## config.mk

```make
export PLATFORM = sky130hd
export DESIGN_NAME = proc9_control_unit
export DESIGN_NICKNAME = d
export VERILOG_FILES = /design/src/rtl/proc9_pkg.sv /design/src/rtl/proc9_dec3to8.sv /design/src/rtl/proc9_control_unit.sv
export SDC_FILE = /design/constraint.sdc
export NUM_CORES = 1
export LEC_CHECK = 0
export CORE_MARGIN = 2
export CORE_UTILIZATION = 40
export DETAILED_ROUTE_END_ITERATION = 8
export HOLD_SLACK_MARGIN = 0.02
export MAX_ROUTING_LAYER = met4
export PLACE_DENSITY = 0.78
export SYNTH_ARGS = -nofsm -noshare
export SYNTH_HDL_FRONTEND = slang
export SYNTH_SLANG_ARGS = --single-unit
```

## constraint.sdc

```tcl
create_clock -name clock -period 2.3 [get_ports clock]
set_input_delay 0.46 -clock clock [delete_from_list [all_inputs] [get_ports clock]]
set_output_delay 0.46 -clock clock [all_outputs]
set_load 0.05 [all_outputs]
```

## src/rtl/proc9_pkg.sv

```systemverilog
// Shared definitions for the 9-bit processor control unit: opcodes,
// instruction-register field positions and the T-step state encoding.
package proc9_pkg;

    // Opcodes carried in IR[8:6]; anything with IR[8] set is unsupported.
    localparam logic [2:0] OP_MV  = 3'b000;
    localparam logic [2:0] OP_MVI = 3'b001;
    localparam logic [2:0] OP_ADD = 3'b010;
    localparam logic [2:0] OP_SUB = 3'b011;

    // IR = {III, XXX, YYY}
    localparam int III_MSB = 8;
    localparam int III_LSB = 6;
    localparam int XXX_MSB = 5;
    localparam int XXX_LSB = 3;
    localparam int YYY_MSB = 2;
    localparam int YYY_LSB = 0;

    // The low opcode bit distinguishes add (0) from sub (1).
    localparam int ADDSUB_BIT = 6;

    // Instruction steps; T0 is the fetch/idle step.
    typedef enum logic [1:0] {
        T0 = 2'd0,
        T1 = 2'd1,
        T2 = 2'd2,
        T3 = 2'd3
    } tstate_e;

    // True for the two opcodes that need the A/G three-step sequence.
    function automatic logic is_alu_op(input logic [2:0] op);
        return (op == OP_ADD) || (op == OP_SUB);
    endfunction

endpackage

```

## src/rtl/proc9_dec3to8.sv

```systemverilog
// 3-to-8 one-hot decoder with enable; all outputs low when disabled.
module dec3to8 (
    input  logic       en,
    input  logic [2:0] sel,
    output logic [7:0] onehot
);

    // Drive exactly the selected line when enabled.
    always_comb begin
        onehot = 8'h00;
        if (en) begin
            onehot[sel] = 1'b1;
        end
    end

endmodule

```

## src/rtl/proc9_control_unit.sv

```systemverilog
// Control FSM for the 9-bit processor: fetches an instruction into IR on Run,
// then steps T1..T3 to drive register-file, A/G and bus-mux enables.
module proc9_control_unit #(
    parameter int DATA_W = 9,
    parameter int NREG   = 8
) (
    input  logic              clock,
    input  logic              reset,
    input  logic              Run,
    input  logic [DATA_W-1:0] DIN,
    output logic              IRin,
    output logic [NREG-1:0]   Rin,
    output logic [NREG-1:0]   Rout,
    output logic              DINout,
    output logic              Gout,
    output logic              Ain,
    output logic              Gin,
    output logic              AddSub,
    output logic              Done,
    output logic              Illegal,
    output logic              Busy
);

    import proc9_pkg::*;

    tstate_e           state_q, state_d;
    logic [DATA_W-1:0] ir_q, ir_d;

    logic [2:0] op;
    logic [2:0] x_sel;
    logic [2:0] y_sel;
    logic [7:0] x_hot;
    logic [7:0] y_hot;
    logic       dec_en;

    // Register-select enables chosen by the output decode below.
    logic rin_x;
    logic rout_x;
    logic rout_y;

    assign op     = ir_q[III_MSB:III_LSB];
    assign x_sel  = ir_q[XXX_MSB:XXX_LSB];
    assign y_sel  = ir_q[YYY_MSB:YYY_LSB];
    assign dec_en = (state_q != T0);

    dec3to8 u_dec_x (
        .en     (dec_en),
        .sel    (x_sel),
        .onehot (x_hot)
    );

    dec3to8 u_dec_y (
        .en     (dec_en),
        .sel    (y_sel),
        .onehot (y_hot)
    );

    // Next step and IR capture; Run only matters while waiting in T0.
    always_comb begin
        state_d = state_q;
        ir_d    = ir_q;
        case (state_q)
            T0: begin
                if (Run) begin
                    state_d = T1;
                    ir_d    = DIN;
                end
            end
            T1:      state_d = is_alu_op(op) ? T2 : T0;
            T2:      state_d = T3;
            T3:      state_d = T0;
            default: state_d = T0;
        endcase
    end

    // State and IR registers with synchronous reset.
    always_ff @(posedge clock) begin
        if (reset) begin
            state_q <= T0;
            ir_q    <= '0;
        end else begin
            state_q <= state_d;
            ir_q    <= ir_d;
        end
    end

    // Output decode from (step, IR); everything is forced low while reset is high.
    always_comb begin
        IRin    = 1'b0;
        DINout  = 1'b0;
        Gout    = 1'b0;
        Ain     = 1'b0;
        Gin     = 1'b0;
        AddSub  = 1'b0;
        Done    = 1'b0;
        Illegal = 1'b0;
        Busy    = 1'b0;
        rin_x   = 1'b0;
        rout_x  = 1'b0;
        rout_y  = 1'b0;
        if (!reset) begin
            case (state_q)
                T0: begin
                    IRin = Run;
                end
                T1: begin
                    Busy = 1'b1;
                    case (op)
                        OP_MV: begin
                            rout_y = 1'b1;
                            rin_x  = 1'b1;
                            Done   = 1'b1;
                        end
                        OP_MVI: begin
                            DINout = 1'b1;
                            rin_x  = 1'b1;
                            Done   = 1'b1;
                        end
                        OP_ADD, OP_SUB: begin
                            rout_x = 1'b1;
                            Ain    = 1'b1;
                        end
                        default: begin
                            Done    = 1'b1;
                            Illegal = 1'b1;
                        end
                    endcase
                end
                T2: begin
                    Busy   = 1'b1;
                    rout_y = 1'b1;
                    Gin    = 1'b1;
                    AddSub = ir_q[ADDSUB_BIT];
                end
                T3: begin
                    Busy  = 1'b1;
                    Gout  = 1'b1;
                    rin_x = 1'b1;
                    Done  = 1'b1;
                end
                default: begin
                    Busy = 1'b0;
                end
            endcase
        end
        Rin  = rin_x ? x_hot : 8'h00;
        Rout = rout_x ? x_hot : (rout_y ? y_hot : 8'h00);
    end

endmodule

```

==> results of run 1 <==
## worst paths after layout
path                          end  slack (ps)  cells past startpoint
max reg2reg                  flop         410                      8
min          ir_q[0]$_SDFFE_PP0P_         580                      2
min reg2reg  ir_q[0]$_SDFFE_PP0P_         580                      2
max                       Rout[0]        -240                      7
## flip-flops by register name (all words and copies together) (netlist names), named ones only
signal / cells
ir_q: 9
state_q: 1
## kinds of logic (layout without fill, tap and decap cells)
family / Yosys count / in the layout / synth area share (%)
adders and majority gates: 4 / 4 / 6.270
and+or+nand+nor: 57 / 57 / 39.50
AOI/OAI and AO/OA: 25 / 25 / 21.00
buffers and inverters: 10 / 65 / 5.642
DFF: 11 / 11 / 27.59
## cell usage in the layout, fill, tap and decap left out, types with 2 or more instances in the layout
master	synthesis	layout
a21oi_1	11	11
and2_1	2	2
buf_12	0	24
buf_4	0	18
clkbuf_4	0	3
clkdlybuf4s50_1	0	10
dfxtp_1	11	8
dfxtp_2	0	2
ha_4	0	2
inv_1	5	4
inv_2	1	2
nand2_1	21	21
nand2b_1	3	3
nor2_1	13	6
nor2_4	0	7
nor2b_1	3	2
nor3_4	0	2
o211ai_1	2	2
o22ai_2	2	2
o22ai_4	0	4
o32ai_4	0	2
or3_4	2	2
## tightest hold or removal path, cell delays in order, from the launching register on
cell and delay [ps]:
dfxtp_1 380, nand2_1 90, a21oi_1 60
## layout make-up
class | count | area (sq um) | share of cell area [%]
flip-flops and latches | 11 | 226.5 | 12.33
well taps | 27 | 33.78 | 1.839
multi-input cells | 86 | 787.0 | 42.85
inverters | 6 | 22.52 | 1.226
clock buffers | 4 | 26.28 | 1.431
repair buffers | 55 | 740.7 | 40.33
## per-stage QoR
step / util (%) / power [mW]
final: 95.57 / 0.6333
after global routing: 95.57 / 0.6426
after CTS: 90.63 / 0.5554
after detailed placement: 83.46 / 0.4095
after global placement: 83.46 / 0.3999
after floorplan: - / 0.3323
## power by group
group	internal [mW]	leakage, nW	switching [mW]
logic	0.108	0.527	0.141
registers	0.204	0.0918	0.0344
clock network	0.0676	0.0150	0.0784
total	0.380	0.634	0.254
## routing by layer
layer	global-route usage [%]	routed length, um	vias up
met5	-	0	-
li1	-	-	492
met1	35.01	1836	583
met3	7.099	627	58
met4	17.62	452	0
met2	54.34	2324	153
## synth_stat cells, types with 2 or more instances
master    instances
a21oi_1          11
and2_1            2
clkbuf_1          3
dfxtp_1          11
ha_1              4
inv_1             5
nand2_1          21
nand2b_1          3
nor2_1           13
nor2b_1           3
nor3_1            3
nor3b_1           2
o211ai_1          2
o22ai_1           4
o22ai_2           2
o32ai_1           2
or3_4             2
## repair_timing
item	4_1_cts	5_1_grt
resized for setup	18	9
pin swaps	6	11
buffers inserted	4	6
endpoints found under the setup margin	16	13
==> metrics.cfg, run 1 <==
[status]
outcome=finished, violations left
violations=setup timing

[yosys]
netlist.top_cell.by_area=dfxtp_1
yosysTopAreaCellShare_pct=27.59
ys_warn_count=0
synthFlopType=dfxtp_1
synthTopCellsByArea=dfxtp_1, nand2_1, a21oi_1
synth_edf_count=0
synth_fp_nets=123
netlist_area_sq_um=798.3
postSynthAreaPerCell_sq_um=7.460
yosysSeqAreaShare_pct=27.59
synth-seq-cells=11
synth.distinct_cells=31
syn_inst=107
async_flop_share_pct=0

[critical_path]
crit_type=flop to output port
end_kind=output port
path_buf_inv=3
cp_max_fo=6
crit_required_ps=1840
path_delay_family=simple AND/OR/NAND/NOR gates
cp-start-kind=flop
crit_slowest_cell=dfxtp_2
cp_cell_sequence=inv_2 > buf_4 > ha_4 > nor2_1 > nand3b_1 > o32ai_4 > buf_12
max_stage_delay_ps=360
arrival_ps=2080

[detailed_routing]
drc=0
drtIter0Drc=125
ant_nets=0
vias=1286
firstDrtPassIters=5
via_per_inst=6.804
wl_um=5240
wire_per_inst_um=27.72

[timing]
finalCriticalPeriod_ps=2540
finalCritPeriodShare_pct=110.4
slew_headroom_pct=62.18
final-hold-violation-count=0
finalSetupTns_ps=-1793
finalSetupViolations=14
fin_skew_ps=2.662
setup_ws_ps=-239.7
whs_ps=582.1
worstMarginPinSlew_ps=566.5
rsz0062_at_grt=true
fmax_ghz=0.3938
maxSlewViolCount=0

[cells_and_area]
fin_cells=189
fin_nets=179
drive_gt1_share_pct=50.62
syn_to_final_growth_pct=130.1
fillers=39
num_antenna_cells=0
fin_area_sq_um=1837

[global_route]
grt_pass1_vias=1086
grt.total_usage_pct=32.17
grt_overflow_total=0
grt_max_degree=20
antenna_found_initial=0
grt_pass1_wl_um=5568

[clock_tree]
hold_buffers=0
worstSkewPairLatency_ps=290
cts.path.max_buffers=2
path_clk_slew_ps=80
h-tree-depth=1
cts.sinks=11
cts_buffers=3
cts_tree=yes
root_buffer=clkbuf_4

[floorplanning]
rows=16
die_x_um=48.67
dieArea_sq_um=2369
ioPinCount=37
initial_core_util_pct=41.54
coreArea_sq_um=1922
dieHeight_um=48.67

[min_path]
min_from=ir_q[0]$_SDFFE_PP0P_
holdCritPathClass=flop to flop

[place]
dpl.hpwl_um=2263
dp.cells=175
port_buffers=36
pre_cts_slack_ps=-204.0
place_area_sq_um=1604
place.gp.congestion=0.8710

[power]
p_per_area_nw_per_um2=344.8
leakage_nw=0.6339
ir_worst_vdd_mv=0.4385

[job]
max_cap_viol_count=0

Power figures use the tool's default switching activity.
==> run 2: changes to the inputs <==
- TNS_END_PERCENT: not set -> 5
==> run 2 against run 1 <==
  * The run still ends with setup timing left
  * Maximum frequency rose by 3.6%
  * Core utilization fell by 3.4 points
  * Die area did not move
  * Via count fell by 11%
  * Clock power rose by 9.6%
  * Total power fell by 3.3%
  * Clock-buffer cell count did not move
  * Highest routed layer unchanged
==> metrics.cfg, run 2 (synthesized netlist as in run 1, its figures left out) <==
[status]
outcome=finished, violations left  ; unchanged
violations=setup timing  ; unchanged

[power]
fin_total_pwr_uw=612.5  ; was 633.3 uW
ir_worst_vdd_mv=0.4413  ; was 0.4385 mV
p_int_uw=370.8  ; was 379.5 uW
combPwrFrac_pct=35.7  ; was 39.3%
leakage_nw=0.6217  ; was 0.6339 nW
swShare_pct=39.46  ; was 40.07%
switching_power_uw=241.7  ; was 253.7 uW
clkPwrFrac_pct=26.1  ; was 23.0%
sequentialPowerShare_pct=38.2  ; was 37.6%
p_per_area_nw_per_um2=345.7  ; was 344.8 nW/um^2

[detailed_routing]
firstDrtPassIters=7  ; was 5
wire_per_inst_um=22.11  ; was 27.72 um
drtIter0Drc=38  ; was 125
ant_nets=0  ; unchanged
via_per_inst=6.107  ; was 6.804
drc=0  ; unchanged
vias=1142  ; was 1286
wl_um=4134  ; was 5240 um

[place]
port_buffers=36  ; unchanged
pre_cts_slack_ps=-210.1  ; was -204.0 ps
place_area_sq_um=1535  ; was 1604 sq um
place.gp.congestion=0.7841  ; was 0.8710
dpl.hpwl_um=2215  ; was 2263 um

[timing]
maxSlewViolCount=0  ; unchanged
fin_skew_ps=1.910  ; was 2.662 ps
slew_headroom_pct=64.74  ; was 62.18%
rsz0062_at_grt=true  ; unchanged
final-hold-violation-count=0  ; unchanged
setup_ws_ps=-151.6  ; was -239.7 ps
finalCriticalPeriod_ps=2452  ; was 2540 ps
finalSetupViolations=15  ; was 14
fmax_ghz=0.4079  ; was 0.3938 GHz
worstMarginPinSlew_ps=528.3  ; was 566.5 ps
finalCritPeriodShare_pct=106.6  ; was 110.4%
whs_ps=531.0  ; was 582.1 ps

[critical_path]
crit_type=flop to output port  ; unchanged
cp_max_fo=5  ; was 6
arrival_ps=1990  ; was 2080 ps
crit_required_ps=1840  ; about the same
end_kind=output port  ; unchanged
cp-start-kind=flop  ; unchanged

[clock_tree]
cts_tree=yes  ; unchanged
cts.sinks=11  ; unchanged
cts.path.max_buffers=2  ; unchanged
root_buffer=clkbuf_4  ; unchanged
hold_buffers=0  ; unchanged
h-tree-depth=1  ; unchanged
path_clk_slew_ps=90  ; was 80 ps
worstSkewPairLatency_ps=300  ; was 290 ps
cts_buffers=3  ; unchanged

[floorplanning]
die_x_um=48.67  ; unchanged
ioPinCount=37  ; unchanged
dieHeight_um=48.67  ; unchanged
dieArea_sq_um=2369  ; unchanged
initial_core_util_pct=41.54  ; unchanged
rows=16  ; unchanged
coreArea_sq_um=1922  ; unchanged

[cells_and_area]
fin_area_sq_um=1772  ; was 1837 sq um
num_antenna_cells=0  ; unchanged
top_regs=ir_q: 9 flops, state_q: 1 flops  ; unchanged
largest_register=ir_q  ; unchanged
syn_to_final_growth_pct=121.9  ; was 130.1%
fin_nets=177  ; was 179
final_common_cell=buf_12  ; unchanged
largest_reg_flops=9  ; unchanged
final_cell_mix=buf_12, nand2_1, buf_4, a21oi_1, clkdlybuf4s50_1  ; unchanged
drive_gt1_share_pct=50.63  ; was 50.62%

[global_route]
grt_max_degree=20  ; unchanged
grt_pass1_vias=1108  ; was 1086
grt_pass1_wl_um=5706  ; was 5568 um
grt_overflow_total=0  ; unchanged
grt.total_usage_pct=32.69  ; was 32.17%
antenna_found_initial=0  ; unchanged

[min_path]
holdCritPathClass=flop to flop  ; unchanged

[job]
max_cap_viol_count=0  ; unchanged

## run 2: what timing repair did
item                                    4_1_cts  5_1_grt
setup buffers                                 5        5
resized for setup                            20        7
pin swaps                                     4        4
gates cloned                                  0        0
endpoints found under the setup margin       16       17
## run 2: power groups by stage
| stage | Sequential [mW] | Combinational, mW | Clock (mW) |
|---|---|---|---|
| floorplan | 0.224 | 0.103 | 0 |
| global placement | 0.227 | 0.164 | 0 |
| detailed placement | 0.229 | 0.171 | 0 |
| CTS | 0.230 | 0.191 | 0.142 |
| global route | 0.236 | 0.227 | 0.163 |
| finish | 0.234 | 0.219 | 0.160 |
## run 2: routing by layer
layer / wire [um] / share of wire, % / GRT usage [%] / vias to the layer above
met5: 0 / 0 / - / -
met4: 144 / 3.5 / 13.33 / 0
met2: 2076 / 50 / 56.16 / 91
met1: 1544 / 37 / 36.08 / 546
met3: 369 / 8.9 / 8.025 / 20
li1: - / - / - / 485
## run 2: layout make-up
cell class              count  area (sq um)
multi-input cells          86         739.5
repair buffers             53         721.9
flip-flops and latches     11         227.7
fillers                    71         150.1
well taps                  27         33.78
clock buffers               4         26.28
inverters                   6         22.52
## run 2: worst paths after layout
kind / from / to / slack, ps / cells past startpoint
max reg2reg: state_q[0]$_SDFFE_PP0P_ / ir_q[0]$_SDFFE_PP0P_ / 590 / 6
max: flop / Rout[2] / -150 / 7
min: ir_q[2]$_SDFFE_PP0P_ / ir_q[2]$_SDFFE_PP0P_ / 530 / 2
min reg2reg: ir_q[2]$_SDFFE_PP0P_ / ir_q[2]$_SDFFE_PP0P_ / 530 / 2
## run 2: worst max-delay path: stages (launching register included)
cell       delay (ps)
dfxtp_2           360
inv_2              60
ha_4              180
nand4bb_4         130
inv_2              60
or4b_4            560
o22ai_4           170
buf_12            170
## run 2: metrics by stage
stage,instances,TNS [ps],utilization (%)
5_1_grt,187,-1230,92.19
3_5_place_dp,173,-1922,79.88
6_report,187,-953.9,92.19
2_1_floorplan,107,-1193,-
4_1_cts,182,-173.1,88.74
3_3_place_gp,173,-1360,79.88
==> run 3: changes to the inputs <==
- CORE_UTILIZATION: 40 -> 43
- PLACE_DENSITY: 0.78 -> 0.83
- clock period: 2.3 -> 3 ns (I/O delays scaled with it)
==> run 3 against run 2 <==
  * The run now ends clean
  * Routed wire length shrank 45%
  * Core utilization shrank 9.0 points
  * Worst hold slack lost 33 ps
==> metrics.cfg, run 3 (synthesized netlist as in run 1, its figures left out) <==
[status]
outcome=finished, final reports clean  ; was finished, violations left

[floorplanning]
dieArea_sq_um=2217  ; was 2369 sq um
initial_core_util_pct=45.73  ; was 41.54%
dieHeight_um=47.09  ; was 48.67 um
coreArea_sq_um=1745  ; was 1922 sq um
rows=15  ; was 16
ioPinCount=37  ; unchanged
die_x_um=47.09  ; was 48.67 um

[detailed_routing]
ant_nets=0  ; unchanged
met2_length_um=1197  ; was 2076 um
maxUsedRoutingLayer=met4  ; unchanged
wire_per_inst_um=13.56  ; was 22.11 um
vias=934  ; was 1142
wirelength_met1_um=936  ; was 1544 um
wl_um=2292  ; was 4134 um
via_per_inst=5.527  ; was 6.107
drc=0  ; unchanged
firstDrtPassIters=4  ; was 7
dr_wl_met3_um=112  ; was 369 um
drtIter0Drc=26  ; was 38

[place]
place_area_sq_um=1425  ; was 1535 sq um
pre_cts_slack_ps=100.7  ; was -210.1 ps
dpl.hpwl_um=1884  ; was 2215 um
port_buffers=36  ; unchanged
place.gp.congestion=0.8534  ; was 0.7841
dp.cells=165  ; was 173

[cells_and_area]
top_regs=ir_q: 9 flops, state_q: 1 flops  ; unchanged
post-route-util_pct=83.23  ; was 92.19%
largest_register=ir_q  ; unchanged
fin_cells=169  ; was 187
fin_nets=161  ; was 177
fin_area_sq_um=1453  ; was 1772 sq um
largest_reg_flops=9  ; unchanged
num_antenna_cells=0  ; unchanged
drive_gt1_share_pct=28.47  ; was 50.63%
final_cell_mix=buf_12, nand2_1, nor2_1  ; was buf_12, nand2_1, buf_4, a21oi_1, clkdlybuf4s50_1
fillers=107  ; was 71
syn_to_final_growth_pct=81.97  ; was 121.9%
final_common_cell=buf_12  ; unchanged

[critical_path]
rrSetupSlack_ps=1360  ; was 590 ps
r2r-start=state_q[0]$_SDFFE_PP0P_  ; unchanged
max_stage_delay_ps=430  ; was 560 ps
crit_required_ps=2400  ; was 1840 ps
cp-start-kind=input port  ; was flop
arrival_ps=2300  ; was 1990 ps
cp_max_fo=6  ; was 5
cp_cell_sequence=clkdlybuf4s50_1 > nand4bb_4 > or3_4 > o32ai_1 > buf_12  ; was inv_2 > ha_4 > nand4bb_4 > inv_2 > or4b_4 > o22ai_4 > buf_12
crit_slowest_cell=clkdlybuf4s50_1  ; was or4b_4
reg2reg_depth=5  ; was 6
crit_type=input port to output port  ; was flop to output port
end_kind=output port  ; unchanged

[clock_tree]
h-tree-depth=1  ; unchanged
path_clk_slew_ps=80  ; was 90 ps
cts.repair.resized=0  ; was 20
hold_buffers=0  ; unchanged
post-cts-setup-buffer-count=0  ; was 5
cts.sinks=11  ; unchanged
cts.path.max_buffers=2  ; unchanged
worstSkewPairLatency_ps=270  ; was 300 ps
root_buffer=clkbuf_4  ; unchanged
cts_buffers=3  ; unchanged
cts_tree=yes  ; unchanged

[timing]
slew_headroom_pct=66.60  ; was 64.74%
rsz0062_at_grt=false  ; was true
worstMarginPinSlew_ps=494.0  ; was 528.3 ps
finalSetupTns_ps=0  ; was -953.9 ps
maxSlewViolCount=0  ; unchanged
final-hold-violation-count=0  ; unchanged
finalCritPeriodShare_pct=96.51
finalCriticalPeriod_ps=2895
finalSetupViolations=0  ; was 15
fin_skew_ps=4.033  ; was 1.910 ps
fmax_ghz=0.3454
whs_ps=498.4  ; was 531.0 ps
setup_ws_ps=104.7  ; was -151.6 ps

[global_route]
grt_pass1_vias=861  ; was 1108
antenna_found_initial=0  ; unchanged
grt_overflow_total=0  ; unchanged
grt_max_degree=20  ; unchanged
grt.total_usage_pct=24.45  ; was 32.69%
grt_pass1_wl_um=3739  ; was 5706 um

[power]
p_per_area_nw_per_um2=270.4  ; was 345.7 nW/um^2
clkPwrFrac_pct=26.8  ; was 26.1%
swShare_pct=34.28  ; was 39.46%
switching_power_uw=134.7  ; was 241.7 uW
combPwrFrac_pct=29.9  ; was 35.7%
leakage_nw=0.5323  ; was 0.6217 nW
ir_worst_vdd_mv=0.3166  ; was 0.4413 mV
p_int_uw=258.1  ; was 370.8 uW
sequentialPowerShare_pct=43.3  ; was 38.2%
fin_total_pwr_uw=392.8  ; was 612.5 uW

[min_path]
min_from=ir_q[2]$_SDFFE_PP0P_  ; unchanged
holdCritPathClass=flop to flop  ; unchanged
whs_endpoint=ir_q[2]$_SDFFE_PP0P_  ; unchanged
whs_path_depth=2  ; unchanged

[job]
max_cap_viol_count=0  ; unchanged

==> run 3: cell types whose count changed in the layout (fill, tap and decap cells not counted), sizes merged <==
cell / change
buf: -15
dlygate4sd2: -1
clkdlybuf4s50: +1
clkbuf: -2
clkinv: +1
==> run 3: how the worst max path moves through the flow <==
| stage | cells after the start | slack (ps) | start | to |
|---|---|---|---|---|
| after global routing | 6 | 20 | flop | Rout[5] |
| after CTS | 5 | 100 | reset | Rout[0] |
| after detailed placement | 5 | 100 | reset | Rout[0] |
| after floorplan | 3 | -50 | reset | Rout[0] |
| after global placement | 5 | 140 | reset | Rout[0] |
| final | 5 | 100 | reset | Rout[0] |
==> run 3: routing by layer <==
metal  global-route usage, %  up-vias
li1                        -      452
met1                   30.00      430
met2                   39.45       46
met3                   4.615        6
met4                   9.444        0
met5                       -        -
==> run 3: critical path: cells and delay by family <==
kind                   cells  cell delay (ps)
buffers and inverters      2              630
AND/OR/NAND/NOR            2              670
AO/OA/AOI/OAI              1              400
==> run 3: layout make-up <==
class | count | area [sq um] | share of cell area, %
clock buffer | 3 | 22.52 | 1.550
timing repair buffer | 37 | 605.6 | 41.69
multi-input combinational | 86 | 545.5 | 37.55
tap | 25 | 31.28 | 2.153
inverter | 6 | 22.52 | 1.550
sequential | 11 | 220.2 | 15.16
clock inverter | 1 | 5.005 | 0.3445
==> run 3: power groups by stage <==
stage / Combinational, mW / Clock, mW / Sequential (mW)
floorplan: 0.0739 / 0 / 0.170
global placement: 0.113 / 0 / 0.172
detailed placement: 0.117 / 0 / 0.173
CTS: 0.117 / 0.105 / 0.170
global route: 0.127 / 0.115 / 0.172
finish: 0.117 / 0.105 / 0.170
